<file path="src/rtl/tx_frame_arb_pkg.sv">
// rtl/tx_frame_arb_pkg.sv - state encoding and constants shared by tx_frame_arb
// Purpose: arbiter FSM encoding, port identifiers and minimum-frame padding constants.
// Ports: none (package).
package tx_frame_arb_pkg;

    typedef enum logic [1:0] {
        ST_IDLE  = 2'd0,
        ST_GNT_A = 2'd1,
        ST_GNT_B = 2'd2,
        ST_PAD   = 2'd3
    } state_t;

    localparam logic PORT_A = 1'b0;
    localparam logic PORT_B = 1'b1;

    localparam int          MIN_FRAME_BYTES = 60;
    localparam logic [15:0] PAD_LAST_KEEP   = 16'h0fff;
    // Beat that carries the final byte of a minimum-size frame.
    localparam logic [2:0]  PAD_LAST_BEAT   = 3'd3;
    // Beat index saturates here; any frame reaching it is already long enough.
    localparam logic [2:0]  BEAT_IDX_MAX    = 3'd4;

endpackage

</file>
<file path="src/rtl/axis_skid_slice.sv">
// rtl/axis_skid_slice.sv - two-entry registered skid slice for a stream payload
// Purpose: breaks every combinational path between the upstream and downstream sides.
// Ports: clk, rst_n (async active-low); s_tdata/s_tvalid/s_tready upstream;
//        m_tdata/m_tvalid/m_tready downstream. W is the payload width.
module axis_skid_slice #(
    parameter int W = 145
) (
    input  logic         clk,
    input  logic         rst_n,
    input  logic [W-1:0] s_tdata,
    input  logic         s_tvalid,
    output logic         s_tready,
    output logic [W-1:0] m_tdata,
    output logic         m_tvalid,
    input  logic         m_tready
);

    logic [W-1:0] skid_tdata;
    logic         skid_tvalid;

    // Ready depends only on the skid register, so upstream never sees m_tready.
    assign s_tready = !skid_tvalid;

    always_ff @(posedge clk or negedge rst_n) begin
        if (!rst_n) begin
            m_tdata     <= '0;
            m_tvalid    <= 1'b0;
            skid_tdata  <= '0;
            skid_tvalid <= 1'b0;
        end else if (m_tready || !m_tvalid) begin
            // Output register free: drain the skid entry first to keep order.
            if (skid_tvalid) begin
                m_tdata     <= skid_tdata;
                m_tvalid    <= 1'b1;
                skid_tvalid <= 1'b0;
            end else begin
                m_tvalid <= s_tvalid;
                if (s_tvalid) begin
                    m_tdata <= s_tdata;
                end
            end
        end else if (s_tvalid && !skid_tvalid) begin
            // Output stalled: park the beat that was accepted this cycle.
            skid_tdata  <= s_tdata;
            skid_tvalid <= 1'b1;
        end
    end

endmodule

</file>
<file path="src/rtl/tx_frame_arb.sv">
// rtl/tx_frame_arb.sv - frame-level 2:1 round-robin stream arbiter for the MAC TX path
// Purpose: forwards whole frames from port A (DoCE) or port B (bypass) without interleaving,
//          ties broken round-robin, output registered through axis_skid_slice.
// Ports: user_clk, reset_n (async active-low); s_a_* / s_b_* input streams; m_* output stream;
//        frm_cnt_a / frm_cnt_b frames accepted per port (wrapping).
// Option: TX_MIN_PAD_EN pads frames shorter than 60 bytes with zero bytes up to 60.
module tx_frame_arb
    import tx_frame_arb_pkg::*;
#(
    parameter  int DATA_W = 128,
    parameter  int CNT_W  = 32,
    localparam int KEEP_W = DATA_W / 8
) (
    input  logic              user_clk,
    input  logic              reset_n,
    input  logic [DATA_W-1:0] s_a_tdata,
    input  logic [KEEP_W-1:0] s_a_tkeep,
    input  logic              s_a_tvalid,
    input  logic              s_a_tlast,
    output logic              s_a_tready,
    input  logic [DATA_W-1:0] s_b_tdata,
    input  logic [KEEP_W-1:0] s_b_tkeep,
    input  logic              s_b_tvalid,
    input  logic              s_b_tlast,
    output logic              s_b_tready,
    output logic [DATA_W-1:0] m_tdata,
    output logic [KEEP_W-1:0] m_tkeep,
    output logic              m_tvalid,
    output logic              m_tlast,
    input  logic              m_tready,
    output logic [CNT_W-1:0]  frm_cnt_a,
    output logic [CNT_W-1:0]  frm_cnt_b
);

    localparam int SLICE_W = DATA_W + KEEP_W + 1;

    state_t              state, next_state;
    logic                last_grant;
    logic                grant_b;
    logic [DATA_W-1:0]   sel_tdata, out_tdata;
    logic [KEEP_W-1:0]   sel_tkeep, out_tkeep;
    logic                sel_tvalid, sel_tlast, out_tlast;
    logic                slice_tvalid, slice_tready;
    logic                beat_hs;

    assign grant_b    = (state == ST_GNT_B);
    assign sel_tdata  = grant_b ? s_b_tdata  : s_a_tdata;
    assign sel_tkeep  = grant_b ? s_b_tkeep  : s_a_tkeep;
    assign sel_tvalid = grant_b ? s_b_tvalid : s_a_tvalid;
    assign sel_tlast  = grant_b ? s_b_tlast  : s_a_tlast;
    assign beat_hs    = slice_tvalid && slice_tready;

`ifdef TX_MIN_PAD_EN
    logic [2:0]        beat_idx;
    logic [15:0]       byte_cnt;
    logic [DATA_W-1:0] byte_mask;
    logic              pad_short;

    always_comb begin
        byte_mask = '0;
        for (int i = 0; i < KEEP_W; i++) begin
            byte_mask[i*8 +: 8] = {8{sel_tkeep[i]}};
        end
    end

    // Valid only on the tlast beat; earlier beats are always full.
    assign byte_cnt  = 16'(beat_idx) * 16'(KEEP_W) + 16'($countones(sel_tkeep));
    assign pad_short = (state == ST_GNT_A || state == ST_GNT_B) && sel_tlast
                       && (byte_cnt < 16'(MIN_FRAME_BYTES));

    always_ff @(posedge user_clk or negedge reset_n) begin
        if (!reset_n) begin
            beat_idx <= '0;
        end else if (beat_hs) begin
            if (next_state == ST_IDLE) begin
                beat_idx <= '0;
            end else if (beat_idx != BEAT_IDX_MAX) begin
                beat_idx <= beat_idx + 3'd1;
            end
        end
    end
`endif

    always_ff @(posedge user_clk or negedge reset_n) begin
        if (!reset_n) begin
            state <= ST_IDLE;
        end else begin
            state <= next_state;
        end
    end

    always_comb begin
        next_state   = state;
        s_a_tready   = 1'b0;
        s_b_tready   = 1'b0;
        slice_tvalid = 1'b0;
        out_tdata    = sel_tdata;
        out_tkeep    = sel_tkeep;
        out_tlast    = sel_tlast;
        case (state)
            ST_IDLE: begin
                // Tie goes to the port that did not win last time.
                if (s_a_tvalid && (!s_b_tvalid || last_grant == PORT_B)) begin
                    next_state = ST_GNT_A;
                end else if (s_b_tvalid) begin
                    next_state = ST_GNT_B;
                end
            end
            ST_GNT_A, ST_GNT_B: begin
                s_a_tready   = !grant_b && slice_tready;
                s_b_tready   = grant_b && slice_tready;
                slice_tvalid = sel_tvalid;
                if (sel_tvalid && slice_tready && sel_tlast) begin
                    next_state = ST_IDLE;
                end
`ifdef TX_MIN_PAD_EN
                if (pad_short) begin
                    out_tdata = sel_tdata & byte_mask;
                    if (beat_idx == PAD_LAST_BEAT) begin
                        out_tkeep = KEEP_W'(PAD_LAST_KEEP);
                    end else begin
                        // Frame continues as zero beats generated in PAD.
                        out_tkeep = '1;
                        out_tlast = 1'b0;
                        if (sel_tvalid && slice_tready) begin
                            next_state = ST_PAD;
                        end
                    end
                end
`endif
            end
`ifdef TX_MIN_PAD_EN
            ST_PAD: begin
                slice_tvalid = 1'b1;
                out_tdata    = '0;
                out_tkeep    = (beat_idx == PAD_LAST_BEAT) ? KEEP_W'(PAD_LAST_KEEP) : {KEEP_W{1'b1}};
                out_tlast    = (beat_idx == PAD_LAST_BEAT);
                if (slice_tready && beat_idx == PAD_LAST_BEAT) begin
                    next_state = ST_IDLE;
                end
            end
`endif
            default: next_state = ST_IDLE;
        endcase
    end

    always_ff @(posedge user_clk or negedge reset_n) begin
        if (!reset_n) begin
            last_grant <= PORT_B;
            frm_cnt_a  <= '0;
            frm_cnt_b  <= '0;
        end else begin
            if (state == ST_IDLE && next_state == ST_GNT_A) begin
                last_grant <= PORT_A;
            end
            if (state == ST_IDLE && next_state == ST_GNT_B) begin
                last_grant <= PORT_B;
            end
            if (beat_hs && sel_tlast && state == ST_GNT_A) begin
                frm_cnt_a <= frm_cnt_a + CNT_W'(1);
            end
            if (beat_hs && sel_tlast && state == ST_GNT_B) begin
                frm_cnt_b <= frm_cnt_b + CNT_W'(1);
            end
        end
    end

    axis_skid_slice #(
        .W (SLICE_W)
    ) u_slice (
        .clk      (user_clk),
        .rst_n    (reset_n),
        .s_tdata  ({out_tdata, out_tkeep, out_tlast}),
        .s_tvalid (slice_tvalid),
        .s_tready (slice_tready),
        .m_tdata  ({m_tdata, m_tkeep, m_tlast}),
        .m_tvalid (m_tvalid),
        .m_tready (m_tready)
    );

endmodule
</file>
<file path="config.mk">
export PLATFORM = sky130hd
export DESIGN_NAME = tx_frame_arb
export DESIGN_NICKNAME = d
export VERILOG_FILES = /design/src/rtl/tx_frame_arb_pkg.sv /design/src/rtl/axis_skid_slice.sv /design/src/rtl/tx_frame_arb.sv
export SDC_FILE = /design/constraint.sdc
export NUM_CORES = 1
export LEC_CHECK = 0
export BUFFER_PORTS_ARGS = -buffer_cell sky130_fd_sc_hd__buf_2
export CAP_MARGIN = 25
export CORE_ASPECT_RATIO = 1.2
export CORE_UTILIZATION = 45
export CTS_BUF_LIST = sky130_fd_sc_hd__clkbuf_8
export DETAILED_ROUTE_END_ITERATION = 16
export GPL_TIMING_DRIVEN = 0
export PLACE_DENSITY = 0.71
export SETUP_SLACK_MARGIN = 0.02
export SLEW_MARGIN = 20
export SYNTH_ARGS = -nofsm -noshare
export SYNTH_HDL_FRONTEND = slang
export SYNTH_HIERARCHICAL = 1
export SYNTH_SLANG_ARGS = --single-unit
</file>
<file path="constraint.sdc">
create_clock -name user_clk -period 4.5 [get_ports user_clk]
set_input_delay 0.9 -clock user_clk [delete_from_list [all_inputs] [get_ports user_clk]]
set_output_delay 0.9 -clock user_clk [all_outputs]
set_load 0.03 [all_outputs]
</file>
==> out/summary.txt <==
Drt pass-1 iters -> 4
CTS buffer count -> 56
Synth Register Bits -> 359
Leak -> 10.5 nW
Grt ovf -> 0
P&R area growth vs syn -> 25.4%
Total number of vias -> 11900
Fin nets -> 2091
Critical path class -> flip-flop to output pin
Post-detail-place hpwl -> 32600 um
Share of cells above drive strength 1 -> 0.668
Worst slew pin tran -> 0.844 ns
Worst slew margin -> 0.437
Crit Path Max Fanout -> 10
Crit-path max cell delay -> 0.70 ns
ANT nets after route -> 0
TritonCTS clock tree -> yes
CP cell instances -> inv_1, ha_1, buf_6, clkbuf_1, clkbuf_1, and2_1, buf_2
Synth area leaders -> dfrtp_1, mux2_2, mux2_4
GRT Total Usage -> 0.218
Status -> finished, final reports clean
Final Skew -> 0.0245 ns
Non-filler cells, final -> 2359
Area leader, netlist -> dfrtp_1
Mapped Nets -> 1524
Crit-path slowest cell -> clkbuf_1
Total chip power -> 15.4 mW
Wire per inst -> 18.6 um
First-pass GRT wire length -> 68000 um
Area of the multi-input gates -> 8240 um^2
Starting density of the core -> 0.457
Most frequent cells in the layout -> buf_2, mux2_2, dfrtp_1, clkbuf_8, mux2_4
Die W -> 183 um
Clock Sink Count -> 359
CTS H-tree depth -> 2
Fillcell total -> 3269
FF+latch area -> 8980 um^2
Area of the core -> 38700 um^2
Routability cong. -> 0.816
CP arrival -> 3.20 ns
Yosys warning count -> 6
Vias/cell -> 5.06
PortBufs -> 506
IO Count -> 507
Clk root buf -> clkbuf_8
CP startpoint kind -> flip-flop
Remaining DRCs -> 0
Post-synthesis instance total -> 1223
Share of the yosys chip area belonging to registers -> 0.508
Pin count of the biggest net entering global routing -> 101
# Post-CTS Setup Buffers -> 0
Row count -> 79
Max Freq -> 0.244 GHz
Worst EP required -> 3.60 ns
MaxCap Viol Count -> 0
DP Area -> 21000 um^2
Cts hold-fix bufs -> 0
Die area -> 40100 um^2
Die height -> 219 um
Clock Tree Buf Depth -> 3
Final WL -> 44000 um
Post-CTS Resized -> 0
Setup TNS -> 0 ns
Hold Crit Class -> input pin to async pin
Inst Count DP -> 2258
Most frequent cell on the critical path -> clkbuf_1
Final slew viol count -> 0
Avg Cell Area, Syn -> 14.5 um^2
Power per cell area -> 692 nW/um^2
Reg-to-reg setup timing slack -> 1.24 ns
Final Cell Area -> 22200 um^2
Post-Syn Area -> 17700 um^2
CTS clock-pin slew for the worst setup and hold paths -> 0.06 ns
Final Critical Period -> 4.10 ns
1st-iter DRT viols -> 351
Setup Viol. Count Final -> 0
Clock latency on the worst-skew pair -> 0.61 ns
Peak supply drop -> 0.389 mV
Netlist cell types -> 46
Vias in the first global route -> 12600
Initial antenna violation count -> 3
Final period util -> 0.910
Commonest non-fill, non-tap cell in the layout -> buf_2
Worst setup EP type -> output pin
Fin. Hold Viols -> 0
RSZ-0062 raised after global routing -> no
Synth top area share -> 0.506
==> area by class of cell <==
class	count	share of cell area
antenna	3	0.000338
inverter	10	0.00169
sequential	359	0.405
multi-input combinational	785	0.371
timing repair buffer	509	0.118
tap	526	0.0296
clock buffer	75	0.0465
clock inverter	23	0.00806
buffer	69	0.0201
==> routing by layer <==
layer  global-route usage  share of wire  routed length (um)
met5                    0              0                   0
met4               0.0886          0.035                1560
met3               0.0476          0.057                2500
met2                0.382           0.51               22200
met1                0.259           0.40               17700
==> critical path: cells and delay by family (launching register included) <==
kind | cells | cell delay, ns
adder cells (fa/ha/maj) | 1 | 0.17
flip-flops | 1 | 0.43
buffers and inverters | 5 | 1.77
AND/OR/NAND/NOR | 1 | 0.22
==> sequential cells by signal, indices dropped and copies added (netlist names) <==
| name | flops |
|---|---|
| frm_cnt_a | 32 |
| u_slice/m_tdata | 145 |
| last_grant | 1 |
| u_slice/m_tvalid | 1 |
| u_slice/skid_tvalid | 1 |
| frm_cnt_b | 32 |
| state | 2 |
| u_slice/skid_tdata | 145 |
==> Yosys cell counts (all sizes together) <==
master and number:
a22oi 1, or4 1, and2 5, nor3 4
and4 8, buf 53, o21ai 4, a21bo 2
nand3 22, nor2 10, a311o 1, a32o 1
nand2b 1, a2111oi 1, a211oi 3, nor4 4
o21a 1, mux2 582, xnor2 47, nand4 20
inv 10, ha 6, and3 8, dfrtp 358
nor3b 3, mux2i 1, clkbuf 16, dfstp 1
nand3b 1, nand2 26, nor2b 4, a31oi 1
xor2 15, and4bb 1, a21oi 1
==> final timing paths <==
| path | from | endpoint | cells after the start |
|---|---|---|---|
| worst min register to register | frm_cnt_a[31] | frm_cnt_a[31] | 1 |
| min in group user_clk | frm_cnt_a[31] | frm_cnt_a[31] | 1 |
| worst min-delay path | reset_n | frm_cnt_a[23] | 1 |
| max in group asynchronous | reset_n | u_slice/m_tdata[69] | 3 |
| worst max-delay path | state[0] | s_b_tready | 7 |
| worst max register to register | state[0] | u_slice/m_tdata[14] | 8 |
==> stage by stage <==
| step | utilization | hold slack [ns] | setup WS [ns] |
|---|---|---|---|
| final | 0.573 | 0.275 | 0.404 |
| after global routing | 0.573 | 0.312 | 0.182 |
| after CTS | 0.573 | 0.267 | 0.240 |
| after detailed placement | 0.542 | 0.456 | 0.912 |
| after global placement | 0.539 | 0.454 | -4.43 |
| after floorplan | - | 0.452 | 1.80 |
==> cell families after synthesis <==
group / Yosys count / synth area share
multiplexers: 583 / 0.381
flip-flops: 359 / 0.508
AND/OR/NAND/NOR: 118 / 0.0411
buffers and inverters: 79 / 0.0273
XOR/XNOR: 62 / 0.0311
AO/OA/AOI/OAI: 16 / 0.00742
adder cells (fa/ha/maj): 6 / 0.00424
==> power by group <==
part	internal (mW)	switching, mW
logic	3.37	3.74
clock network	1.65	1.28
registers	4.62	0.708
total	9.64	5.73
(Power assumes the default switching activity.)
